--- config.mk ---
export PLATFORM = sky130hd
export DESIGN_NAME = wb_mem_arbiter
export DESIGN_NICKNAME = d
export VERILOG_FILES = /design/src/rtl/wb_mem_arbiter.sv
export SDC_FILE = /design/constraint.sdc
export NUM_CORES = 1
export LEC_CHECK = 0
export BUFFER_PORTS_ARGS = -buffer_cell sky130_fd_sc_hd__buf_2
export CAP_MARGIN = 20
export CORE_AREA = 2 2 125 127
export DETAILED_ROUTE_END_ITERATION = 6
export DIE_AREA = 0 0 127 129
export HOLD_SLACK_MARGIN = 0.15
export PLACE_DENSITY_LB_ADDON = 0.3
export SYNTH_ARGS = -nofsm -noshare
export SYNTH_HDL_FRONTEND = slang
export SYNTH_SLANG_ARGS = --single-unit
--- constraint.sdc ---
create_clock -name clk -period 1.47 [get_ports clk]
set_input_delay 0.147 -clock clk [delete_from_list [all_inputs] [get_ports clk]]
set_output_delay 0.147 -clock clk [all_outputs]
set_load 0.005 [all_outputs]
--- src/rtl/wb_mem_arbiter.sv ---
// wb_mem_arbiter: two-requester Wishbone arbiter (I-cache R0, D-cache R1) onto one memory bus
// with round-robin tie-break and a watchdog that aborts cycles the memory never answers.
module wb_mem_arbiter #(
  parameter int unsigned TIMEOUT = 255,
  parameter logic [2:0]  CC      = 3'b000,
  parameter logic [2:0]  EOB     = 3'b111
) (
  input  logic        clk,
  input  logic        rst,
  input  logic        R0_CYC,
  input  logic        R0_STB,
  input  logic        R0_WE,
  input  logic [31:0] R0_ADR,
  input  logic [31:0] R0_DAT_O,
  input  logic [2:0]  R0_CTI_O,
  output logic        R0_ACK,
  output logic        R0_ERR,
  output logic        R0_RTY,
  output logic [31:0] R0_DAT_I,
  input  logic        R1_CYC,
  input  logic        R1_STB,
  input  logic        R1_WE,
  input  logic [31:0] R1_ADR,
  input  logic [31:0] R1_DAT_O,
  input  logic [2:0]  R1_CTI_O,
  output logic        R1_ACK,
  output logic        R1_ERR,
  output logic        R1_RTY,
  output logic [31:0] R1_DAT_I,
  output logic        M_CYC,
  output logic        M_STB,
  output logic        M_WE,
  output logic [31:0] M_ADR,
  output logic [31:0] M_DAT_O,
  output logic [2:0]  M_CTI_O,
  input  logic        M_ACK,
  input  logic        M_ERR,
  input  logic        M_RTY,
  input  logic [31:0] M_DAT_I,
  output logic [1:0]  GNT
);
  localparam int unsigned W = $clog2(TIMEOUT + 1);
  typedef enum logic [1:0] {IDLE, GNT0, GNT1, ABORT} state_t;
  state_t state_q, state_d;
  logic last_q, last_d;
  logic [W-1:0] wdog_q, wdog_d;
  logic owned, sel, cyc, resp, tmo, pick;
  logic unused_eob;
  // grant release follows CYC alone, so the end-of-burst code carries no behaviour here
  assign unused_eob = ^EOB;
  // LAST always names the current (or aborted) owner, so it doubles as the bus select
  assign sel      = last_q;
  assign owned    = (state_q == GNT0) || (state_q == GNT1);
  assign cyc      = sel ? R1_CYC : R0_CYC;
  assign pick     = (R0_CYC && R1_CYC) ? ~last_q : R1_CYC;
  assign M_CYC    = owned & cyc;
  assign M_STB    = owned & (sel ? R1_STB : R0_STB);
  assign M_WE     = owned & (sel ? R1_WE : R0_WE);
  assign M_ADR    = owned ? (sel ? R1_ADR : R0_ADR) : '0;
  assign M_DAT_O  = owned ? (sel ? R1_DAT_O : R0_DAT_O) : '0;
  assign M_CTI_O  = owned ? (sel ? R1_CTI_O : R0_CTI_O) : CC;
  assign resp     = M_ACK | M_ERR | M_RTY;
  assign tmo      = M_STB & ~resp & (wdog_q == W'(TIMEOUT));
  assign R0_ACK   = owned & ~sel & M_ACK;
  assign R0_ERR   = owned & ~sel & (M_ERR | tmo);
  assign R0_RTY   = owned & ~sel & M_RTY;
  assign R1_ACK   = owned & sel & M_ACK;
  assign R1_ERR   = owned & sel & (M_ERR | tmo);
  assign R1_RTY   = owned & sel & M_RTY;
  assign R0_DAT_I = M_DAT_I;
  assign R1_DAT_I = M_DAT_I;
  assign GNT      = (state_q == IDLE) ? 2'b00 : {sel, ~sel};
  always_comb begin
    state_d = state_q;
    last_d  = last_q;
    wdog_d  = (M_STB && !resp) ? wdog_q + 1'b1 : '0;
    if (state_q == IDLE && (R0_CYC || R1_CYC)) begin
      state_d = pick ? GNT1 : GNT0;
      last_d  = pick;
    end else if (state_q != IDLE && !cyc) state_d = IDLE;
    else if (tmo) state_d = ABORT;
  end
  always_ff @(posedge clk or negedge rst) begin
    if (!rst) begin
      state_q <= IDLE;
      last_q  <= 1'b1;
      wdog_q  <= '0;
    end else begin
      state_q <= state_d;
      last_q  <= last_d;
      wdog_q  <= wdog_d;
    end
  end
endmodule
Word-level counts from Yosys, hierarchy flattened
Index checks and enable logic that the tools add are counted.
W data, S select, Z words.

word-level totals
  output and inout port bits = 142
  flip-flop bits (word level) = 11
  logic and storage cells = 52
  input bits = 177

operators by class
  eq/ne operators = 3
  reductions and logical operators = 11
  muxes and demuxes = 16
  add/subtract/negate cells = 1
  bitwise gates (word level) = 18

operator list
  cell                   number
  $mux W32               4
  $and A1 B1 Y1          13
  $mux W2                5
  $add A8 B1 Y8 const B  1
  $eq A8 B8 Y1 const B   1
  $mux W8                1
  $mux W3                2
  $logic_and A1 B1 Y1    4
  $mux W1                4
  $or A1 B1 Y1           3
  $reduce_bool A3 Y1     1
  $eq A2 B1 Y1 const B   1
  $eq A2 B2 Y1 const B   1
  $logic_not A1 Y1       2
  $logic_not A2 Y1       1
  $logic_or A1 B1 Y1     2
  $not A1 Y1             2
  $reduce_bool A2 Y1     1

Depth between registers and ports, before layout
Gate-level depths: netlist of run 1.

  depth after elaboration = 8
  depth in mapped cells = 5
  mapped depth without buffers = 5

Worst setup path before layout of run 1
No wires, ideal clock.

  kind = reg2out
  from = register state_q[1]
  to = output R1_ERR
  data required time = 1,323 ps
  path buffers = 0
  data arrival time = 1,305 ps
  slack = 18 ps
  cell stages (with the launch flop) = 6
  path through = dfrtp_1 inv_1 ha_1 nor4b_2 and4b_4 o211a_1

on the way
  cells in the longest elaborated chain, start to end = 7
  elaborated cells between the ends (all ways) = 9
  classes of those cells = eq/ne (2); bitwise (6); reduce/logical (1)

ends and longest elaborated chain
  item                                          RTL line  text
  start, declared                               44        state_t state_q, state_d;
  start signal, assigned                        89        state_q <= state_d;
  $eq A2 B1 Y1 or $eq A2 B2 Y1 (tied branches)  53        assign owned = (state_q == GNT0) || (state_q == GNT1);
  $logic_or A1 B1 Y1 *                          53
  $and A1 B1 Y1                                 57        assign M_STB = owned & (sel ? R1_STB : R0_STB);
  $and A1 B1 Y1 (2 in a row)                    63        assign tmo = M_STB & ~resp & (wdog_q == W'(TIMEOUT));
  $or A1 B1 Y1                                  68        assign R1_ERR = owned & sel & (M_ERR | tmo);
  $and A1 B1 Y1 *                               68
  end, declared                                 27        output logic R1_ERR,

Every way passes the cells marked *; elsewhere a longest branch is shown, timed or not.

Worst setup path in the final report of run 1
  from = register last_q
  to = output R1_ERR

on the way
  cells in the longest elaborated chain, start to end = 6
  elaborated cells between the ends (all ways) = 7
  classes of those cells = mux (1); bitwise (6)

ends and longest elaborated chain
  item                        RTL line  text
  start, declared             45        logic last_q, last_d;
  start signal, assigned      90        last_q <= last_d;
  $mux W1                     57
  $and A1 B1 Y1               57
  $and A1 B1 Y1 (2 in a row)  63
  $or A1 B1 Y1                68
  $and A1 B1 Y1 *             68

Marked as above.

==> metrics.txt, run 1 <==
run status finished, violations left; failing checks setup timing; register area 280.3 sq um; Slew Viols, Final 0; HPWL after DPL 6854 um; Root Buffer clkbuf_16; transition time of the tightest slew-check pin 257.5 ps; Setup-failing EPs final 80; largest net degree at the start of global routing 52; Top FF cell, synth dfrtp_1; unrepaired setup endpoints after global routing yes; Area after DPL 3281 sq um; Sequential Power Share 5.8%; htree depth 1; Overflow after GRT 0; CTS tree yes; Synth warnings 0; Final Hold Vio Count 0; vias in the first global route 2,459; design area 3869 sq um; initial DRC count 68; net switching power 2.701 mW; crit-path max FO 4; CP Data Required Time 1320 ps; Final Cycle Share 127.4%; # IOs 319; Max Freq 533.8 MHz; Core Area 14,980 sq um; GPL Wtd Cong 0.6789; DR WL/cell 14.06 um; layout cell share with drive strength beyond 1 61.41%; initial core utilization 15.75%; maximum vdd ir drop 0.0006890 V; sequential share of the synthesized area 11.72%; Fin Clk Skew 0.4769 ps; Final min period 1873 ps; Mean Syn Cell Area 8.133 sq um; Die Wd 127 um; fin util 25.83%; IO Port Bufs 222; total global-route track usage 9.280%; FP Rows 45; Mapped Cells 290; Post-synth EDFFs 0; #FFs+latches synth 11; antenna-violating nets left 0; Slew Limit Headroom 82.83%; CTS Buf Count 3; CTS Buffer Depth 2; Power Dens Cells 1817 nW/um^2; post-place setup slack -192.4 ps; Static Leak 2.065 nW; first-pass GRT wire length 12,210 um; Switching Share 38.43%; die area 16,380 sq um; asr flop ratio synth 100.0%; initial antenna violation count 3; Internal 4.329 mW; clock power share 7.1%; Netlist cell types 30; DRC viols 0; crit path capture type output port; Mapped Area 2359 sq um; delay-heaviest family, CP flip-flops; WS Path Type flip-flop to output port; slowest stage delay, CP 660 ps; CP Cell Sequence mux2_4, and4b_4, o211a_1, buf_2; CP max-delay cell dfstp_4; P&R area growth vs syn 64.03%; final worst setup slack -403.4 ps; Critical path buffers and inverters 1; Worst EP arrival 1730 ps; Hold Path Class primary input to flip-flop; area of the multi-input gates 1627 sq um; total power 7.030 mW; Final nets 649; Sink Count 11; worst-skew pair later-pin latency 240 ps; MaxCap Viol Count 0; via/cell ratio 3.980; Setup crit start kind flip-flop; Fillers 1,627; combinational share of power 87.1%; die height 129 um; number of detailed-route iterations in the first pass 3; syn_nets 469; final wirelength 9251 um; Reg clk slew, reported paths 40 ps; via count 2,619
[metal layers]
metal,GRT usage [%],part of all wire [%],up-vias
li1,-,-,1273
met1,9.749,36,1166
met2,18.03,53,148
met3,2.287,9.0,30
met4,3.103,2.3,2
met5,0,0.14,-
[worst paths after layout]
| kind | from | slack, ps | endpoint | cells after the start |
|---|---|---|---|---|
| max | last_q | -400 | R1_ERR | 4 |
| max in group asynchronous | rst | 890 | last_q | 2 |
| max reg2reg | last_q | -310 | state_q[1] | 5 |
| min | R1_CYC | 230 | last_q | 3 |
| min reg2reg | wdog_q[0] | 530 | wdog_q[0] | 2 |
| min in group asynchronous | rst | 310 | wdog_q[1] | 2 |
[repair_timing]
action / 4_1_cts / 5_1_grt
setup buffers: 4 / 9
hold buffers: 1 / 0
endpoints found under the setup margin: 87 / 87
gates cloned: 5 / 4
resized for setup: 18 / 35
pin swaps: 2 / 5
endpoints found under the hold margin: 11 / 0
[placed cells by master (no fill, tap or decap), types with 4 or more instances in the layout]
cell type	synthesis	routed
o21ai_0	6	6
buf_16	0	6
buf_2	2	221
buf_12	0	5
clkbuf_16	0	5
buf_6	0	6
dfrtp_1	10	10
nor2b_1	72	69
buf_4	71	13
mux2i_2	0	6
mux2i_1	69	61
nand2_1	5	4
[sequential cells by signal (all words and copies together) (netlist names)]
signal   count
wdog_q       8
state_q      2
last_q       1
[worst register-to-register path: cells and delay by family, from the launching register on]
| family | cells | cell delay, ps |
|---|---|---|
| buffers and inverters | 2 | 230 |
| DFF | 1 | 660 |
| and+or+nand+nor | 1 | 200 |
| muxes | 1 | 310 |
| AOI/OAI and AO/OA | 1 | 260 |
[cells in the mapped netlist (3+ instances only)]
library cell  count  share of area, %
o21ai_0           6               1.3
buf_4            71                23
inv_1             5              0.80
mux2i_1          69                29
and3_1            3              0.80
nor2_1            6              0.95
clkbuf_1          8               1.3
or3_1             3              0.80
nand2_1           5              0.80
a21oi_1           4              0.85
nand3_1           3              0.64
and2_1            3              0.80
dfrtp_1          10                11
nor2b_1          72                19
[cell families after synthesis]
group | share of synthesized area (%)
compound gates | 5.093
mux | 29.92
simple gates | 25.99
xor+xnor | 1.114
buf+inv | 25.09
flops | 11.72
fa+ha+maj | 1.061
[power groups by stage]
stage                     sequential [mW]  clock, mW  combinational, mW
after floorplan                     0.376          0               2.86
after global placement              0.396          0               4.48
after detailed placement            0.398          0               4.52
after CTS                           0.399      0.508               5.63
after global routing                0.415      0.527               6.61
final                               0.410      0.497               6.12
[per-stage QoR]
stage	TNS [ps]	std cells	hold WS, ps
floorplan	0	290	-148.6
global placement	-2205	633	26.65
detailed placement	-3750	633	32.52
CTS	-23560	647	230.0
global route	-25130	658	269.8
finish	-20430	658	228.2
[final cells by class]
type,count,area share [%]
Antenna cell,1,0.06468
Clock buffer,4,2.038
Inverter,5,0.4851
Multi-Input combinational cell,193,42.04
Sequential cell,11,7.245
Tap cell,188,6.080
Timing Repair Buffer,256,42.04
Power figures use the tool's default switching activity.
==> inputs of run 2 (changes only) <==
--- a/config.mk
+++ b/config.mk
@@ -11,7 +11,7 @@
 export DETAILED_ROUTE_END_ITERATION = 6
 export DIE_AREA = 0 0 127 129
 export HOLD_SLACK_MARGIN = 0.15
-export PLACE_DENSITY_LB_ADDON = 0.3
+export PLACE_DENSITY_LB_ADDON = 0.15
 export SYNTH_ARGS = -nofsm -noshare
 export SYNTH_HDL_FRONTEND = slang
 export SYNTH_SLANG_ARGS = --single-unit
==> run 2 against run 1 <==
  * The run still ends with setup timing left
  * Worst setup slack better by 35 ps
  * Die area is the same
  * Critical path depth increased by 2
  * Power is 8.0% higher
  * Hold slack worse by 4.4 ps
  * Cell area increased by 5.2%
  * Non-clock buffer count up 14
  * Largest cell class is now buffers
==> metrics.txt, run 2 (synthesis gave the netlist of run 1 again) <==
GPL Wtd Cong 0.6985 (was 0.6789); transition time of the tightest slew-check pin 265.5 ps (was 257.5 ps); Slew Limit Headroom 82.30% (was 82.83%); CTS Buffer Depth 2 (unchanged); Most common cell on crit path buf_12; # diodes 0 (was 1); DR WL/cell 15.18 um (was 14.06 um); unrepaired setup endpoints after global routing yes (unchanged); Reg clk slew, reported paths 40 ps (about the same); largest net degree at the start of global routing 34 (was 52); Worst EP arrival 1690 ps (was 1730 ps); DRC viols 0 (unchanged); Final Cycle Share 125.1% (was 127.4%); Power Dens Cells 1865 nW/um^2 (was 1817 nW/um^2); first-pass GRT wire length 12,740 um (was 12,210 um); Hold Path Class primary input to flip-flop (unchanged); Setup crit start kind flip-flop (unchanged); final wirelength 10,190 um (was 9251 um); CTS Buf Count 3 (unchanged); number of detailed-route iterations in the first pass 4 (was 3); initial core utilization 15.75% (unchanged); max FFs per register 8 (unchanged); top flop regs wdog_q: 8 flops, state_q: 2 flops, last_q: 1 flops (unchanged); WS Path Type flip-flop to output port (unchanged); Fin Clk Skew 3.086 ps (was 0.4769 ps); P&R area growth vs syn 72.52% (was 64.03%); slowest stage delay, CP 630 ps (was 660 ps); initial DRC count 74 (was 68); Core Area 14,980 sq um (unchanged); HPWL after DPL 7711 um (was 6854 um); Final nets 663 (was 649); Static Leak 2.152 nW (was 2.065 nW); Top reg by flops wdog_q (unchanged); crit-path max FO 7 (was 4); Final min period 1838 ps (was 1873 ps); crit path capture type output port (unchanged); design area 4069 sq um (was 3869 sq um); fin util 27.17% (was 25.83%); worst-skew pair later-pin latency 240 ps (about the same); maximum vdd ir drop 0.0006184 V (was 0.0006890 V); initial antenna violation count 0 (was 3); run status finished, violations left (unchanged); Sink Count 11 (unchanged); leading cell type in the layout, fill and taps excluded buf_2 (unchanged); CTS tree yes (unchanged); via/cell ratio 3.967 (was 3.980); # IOs 319 (unchanged); IO Port Bufs 222 (unchanged); Final Hold Vio Count 0 (unchanged); layout cell share with drive strength beyond 1 63.35% (was 61.41%); FP Rows 45 (unchanged); CP max-delay cell dfstp_4 (unchanged); MaxCap Viol Count 0 (unchanged); vias in the first global route 2,436 (was 2,459); Hold Slack 223.8 ps (was 228.2 ps); final worst setup slack -368.2 ps (was -403.4 ps); Setup-failing EPs final 80 (unchanged); most frequent cells in the layout buf_2, nor2b_1, mux2i_1, buf_4, buf_6 (was buf_2, nor2b_1, mux2i_1, buf_4, dfrtp_1); failing checks setup timing (unchanged); Root Buffer clkbuf_16 (unchanged); total global-route track usage 9.771% (was 9.280%); die height 129 um (unchanged); Max Freq 544.0 MHz (was 533.8 MHz); htree depth 1 (unchanged); Area after DPL 3373 sq um (was 3281 sq um); Overflow after GRT 0 (unchanged); CP Cell Sequence buf_12, buf_4, buf_12, mux2i_4, nor2b_1, buf_2 (was mux2_4, and4b_4, o211a_1, buf_2); Die Wd 127 um (unchanged); CP Data Required Time 1320 ps (about the same); die area 16,380 sq um (unchanged); Slew Viols, Final 0 (unchanged); antenna-violating nets left 0 (unchanged); via count 2,662 (was 2,619)
==> run 2: changes by cell type in the layout (fill, tap and decap cells not counted), moves of 4 or more <==
cell,previous run,this run
buf_2,221,216
mux2i_1,61,56
mux2i_4,2,6
buf_16,6,1
buf_6,6,17
buf_4,13,19
==> run 2: critical path, delay by kind of cell, from the launching register on <==
kind,cells,cell delay [ps]
buffers and inverters,4,510
DFF,1,630
muxes,1,240
and+or+nand+nor,1,70
==> run 2: timing repair <==
action,CTS,global route
gates resized for setup,33,46
gates cloned,0,6
endpoints found under the hold margin,11,0
setup endpoints to repair,87,87
pin swaps,4,6
buffers inserted,6,16
hold buffers,1,0
==> run 2: cell type report <==
class / instances / area (sq um)
sequential: 11 / 280.3
fill: 1622 / 10910
tap: 188 / 235.2
inverter: 5 / 18.77
clock buffer: 4 / 78.83
timing repair buffer: 270 / 1768
multi-input combinational: 193 / 1688
==> run 2: metal layers <==
layer / track usage [%] / up-vias / wire length (um)
met2: 18.18 / 143 / 5120
met5: 0 / - / 0
met1: 11.51 / 1187 / 4071
li1: - / 1300 / -
met4: 2.715 / 0 / 186
met3: 1.746 / 32 / 810
==> run 2: power breakdown <==
part	internal [mW]	switching [mW]	leakage (nW)	total (mW)
clock network	0.364	0.137	0.0382	0.501
registers	0.363	0.0325	0.148	0.395
logic	3.98	2.72	1.97	6.69
total	4.70	2.89	2.15	7.59
==> run 2: final timing paths <==
path / from / endpoint / slack [ps] / cells after the start
min: R1_CYC / last_q / 220 / 3
min reg2reg: wdog_q[0] / wdog_q[0] / 550 / 2
max reg2reg: last_q / state_q[1] / -200 / 7
max: last_q / M_DAT_O[30] / -370 / 6
min in group asynchronous: rst / wdog_q[2] / 320 / 2
max in group asynchronous: rst / last_q / 890 / 2
==> run 2: per-stage QoR <==
step	setup TNS, ps	instances	setup slack, ps	power [mW]
2_1_floorplan	0	290	17.69	3.238
3_3_place_gp	-4783	642	-147.3	5.279
3_5_place_dp	-5697	642	-174.1	5.277
4_1_cts	-23050	653	-380.6	6.324
5_1_grt	-27120	671	-405.5	8.133
6_report	-22720	671	-368.2	7.590
==> inputs of run 3 (changes only) <==
--- a/config.mk
+++ b/config.mk
@@ -5,7 +5,7 @@
 export SDC_FILE = /design/constraint.sdc
 export NUM_CORES = 1
 export LEC_CHECK = 0
-export BUFFER_PORTS_ARGS = -buffer_cell sky130_fd_sc_hd__buf_2
+export BUFFER_PORTS_ARGS = -buffer_cell sky130_fd_sc_hd__buf_4
 export CAP_MARGIN = 20
 export CORE_AREA = 2 2 125 127
 export DETAILED_ROUTE_END_ITERATION = 6
==> run 3 against run 2 <==
  * The run still ends with setup timing left
  * Sequential share of layout area is 0.37 points lower
  * Clock-buffer cell count stayed put
  * Non-clock buffer count is 11 lower
  * Routed wire length is 4.2% lower
  * Hold slack better by 22 ps
  * Highest routed layer unchanged
  * Critical endpoint is now R1_ERR
==> metrics.txt, run 3 (synthesis gave the netlist of run 1 again) <==
run status finished, violations left (unchanged); failing checks setup timing (unchanged); DR WL/cell 14.78 um (was 15.18 um); IO Port Bufs 222 (unchanged); via/cell ratio 3.911 (was 3.967); leading cell type in the layout, fill and taps excluded buf_4 (was buf_2); Top Usage Layer GRT met2 (unchanged); initial antenna violation count 0 (unchanged); Hold Path Class primary input to flip-flop (unchanged); WS Path Type flip-flop to output port (unchanged); unrepaired setup endpoints after global routing yes (unchanged); M2 GR Usage 17.55% (was 18.18%); MaxCap Viol Count 0 (unchanged); Placed Cells 643 (was 642); global routing usage on met1 12.36% (was 11.51%); final worst setup slack -381.2 ps (was -368.2 ps); initial core utilization 15.75% (unchanged); DRC viols 0 (unchanged); Top reg by flops wdog_q (unchanged); max FFs per register 8 (unchanged); CTS Buf Count 3 (unchanged); GPL Wtd Cong 0.7197 (was 0.6985); Final Hold Vio Count 0 (unchanged); number of detailed-route iterations in the first pass 4 (unchanged); Static Leak 2.207 nW (was 2.152 nW); Setup-failing EPs final 79 (was 80); Area after DPL 3949 sq um (was 3373 sq um); # diodes 0 (unchanged); CTS tree yes (unchanged); P&R area growth vs syn 82.39% (was 72.52%); total power 7.246 mW (was 7.590 mW); reg2reg path depth 5 (was 7); final wirelength 9758 um (was 10,190 um); clock power share 6.7% (was 6.6%); die height 129 um (unchanged); total global-route track usage 10.16% (was 9.771%); worst-skew pair later-pin latency 230 ps (was 240 ps); GRT met3 Usage 2.703% (was 1.746%); antenna-violating nets left 0 (unchanged); Setup crit start kind flip-flop (unchanged); most frequent cells in the layout buf_4, nor2b_1, mux2i_1, buf_6, dfrtp_1 (was buf_2, nor2b_1, mux2i_1, buf_4, buf_6); crit path capture type output port (unchanged); HPWL after DPL 7982 um (was 7711 um); vias in the first global route 2,521 (was 2,436); Final nets 652 (was 663); Max Freq 540.2 MHz (was 544.0 MHz); r2r setup slk -290 ps (was -200 ps); CP Data Required Time 1320 ps (about the same); Sink Count 11 (unchanged); Core Area 14,980 sq um (unchanged); fin cells 660 (was 671); Hold Path Sink last_q (unchanged); Final Cycle Share 125.9% (was 125.1%); Reg clk slew, reported paths 40 ps (about the same); initial DRC count 50 (was 74); Slew Limit Headroom 84.08% (was 82.30%); Overflow after GRT 0 (unchanged); Power Dens Cells 1685 nW/um^2 (was 1865 nW/um^2); design area 4302 sq um (was 4069 sq um); htree depth 1 (unchanged); largest net degree at the start of global routing 37 (was 34); fin util 28.72% (was 27.17%); Slew Viols, Final 0 (unchanged); Internal 4.627 mW (was 4.703 mW); via count 2,581 (was 2,662); Hold Crit Start R1_CYC (unchanged); Die Wd 127 um (unchanged); die area 16,380 sq um (unchanged); net switching power 2.619 mW (was 2.887 mW); Fin Clk Skew 3.441 ps (was 3.086 ps); Root Buffer clkbuf_16 (unchanged); FP Rows 45 (unchanged); Sequential Power Share 5.5% (was 5.2%); Worst EP arrival 1700 ps (was 1690 ps); Switching Share 36.15% (was 38.04%); layout cell share with drive strength beyond 1 59.53% (was 63.35%); transition time of the tightest slew-check pin 237.9 ps (was 265.5 ps); maximum vdd ir drop 0.0005181 V (was 0.0006184 V); CTS Buffer Depth 2 (unchanged); R2R Path Start last_q (unchanged); top flop regs wdog_q: 8 flops, state_q: 2 flops, last_q: 1 flops (unchanged); worst hold stages 3 (unchanged); crit-path max FO 4 (was 7); Final min period 1851 ps (was 1838 ps); combinational share of power 87.8% (was 88.2%); # IOs 319 (unchanged); first-pass GRT wire length 13,280 um (was 12,740 um); RR Endpoint state_q[1] (unchanged)
[run 3: cell types whose count changed in the layout (fill, tap and decap cells not counted), sizes merged]
cell / previous run / this run
buf: 265 / 256
clkbuf: 8 / 6
[run 3: cell type report]
class                           instances  area, sq um
Clock buffer                            4        78.83
Fill cell                            1617        10680
Inverter                                5        18.77
Multi-Input combinational cell        193         1575
Sequential cell                        11        280.3
Tap cell                              188        235.2
Timing Repair Buffer                  259         2113
[run 3: critical path, stage by stage, from the launching register on]
cell and delay [ps]:
dfrtp_1 360, inv_2 50, ha_4 290, nor4b_4 230
and4b_4 290, o211a_1 160, buf_6 90
[run 3: power by group through the flow]
stage               clock network [mW]  registers [mW]  logic, mW
floorplan                            0           0.376       2.86
global placement                     0           0.399       5.76
detailed placement                   0           0.400       5.74
CTS                              0.506           0.397       6.12
global route                     0.516           0.404       6.88
finish                           0.489           0.398       6.36
[run 3: how the worst max path moves through the flow]
stage	startpoint	end	slack, ps	cells after the start
after global placement	state_q[1]	R1_ERR	-150	6
after CTS	last_q	R1_ERR	-380	4
final	state_q[1]	R1_ERR	-380	6
after floorplan	state_q[1]	R1_ERR	20	5
after global routing	state_q[1]	R1_ERR	-430	6
after detailed placement	state_q[1]	R1_ERR	-220	6
[run 3: repair_timing]
item | CTS | global route
setup buffers | 4 | 8
hold endpoints to repair | 11 | 0
hold buffers | 1 | 0
endpoints found under the setup margin | 87 | 88
gates resized for setup | 26 | 9
pin swaps | 5 | 4
cloned | 0 | 2
[run 3: layer usage]
layer	share of wire [%]	vias up	wire length, um
met5	0	-	0
met4	2.3	0	221
met3	10	36	994
met2	50	151	4861
met1	38	1124	3680
li1	-	1270	-
[run 3: metrics by stage]
stage               hold slack [ps]  setup TNS, ps  setup WS [ps]
finish                        245.9         -22440         -381.2
global route                  276.4         -27990         -431.1
CTS                           247.7         -24000         -382.5
detailed placement           -8.651          -6353         -220.1
global placement             -10.57          -5350         -153.8
floorplan                    -148.6              0          17.69
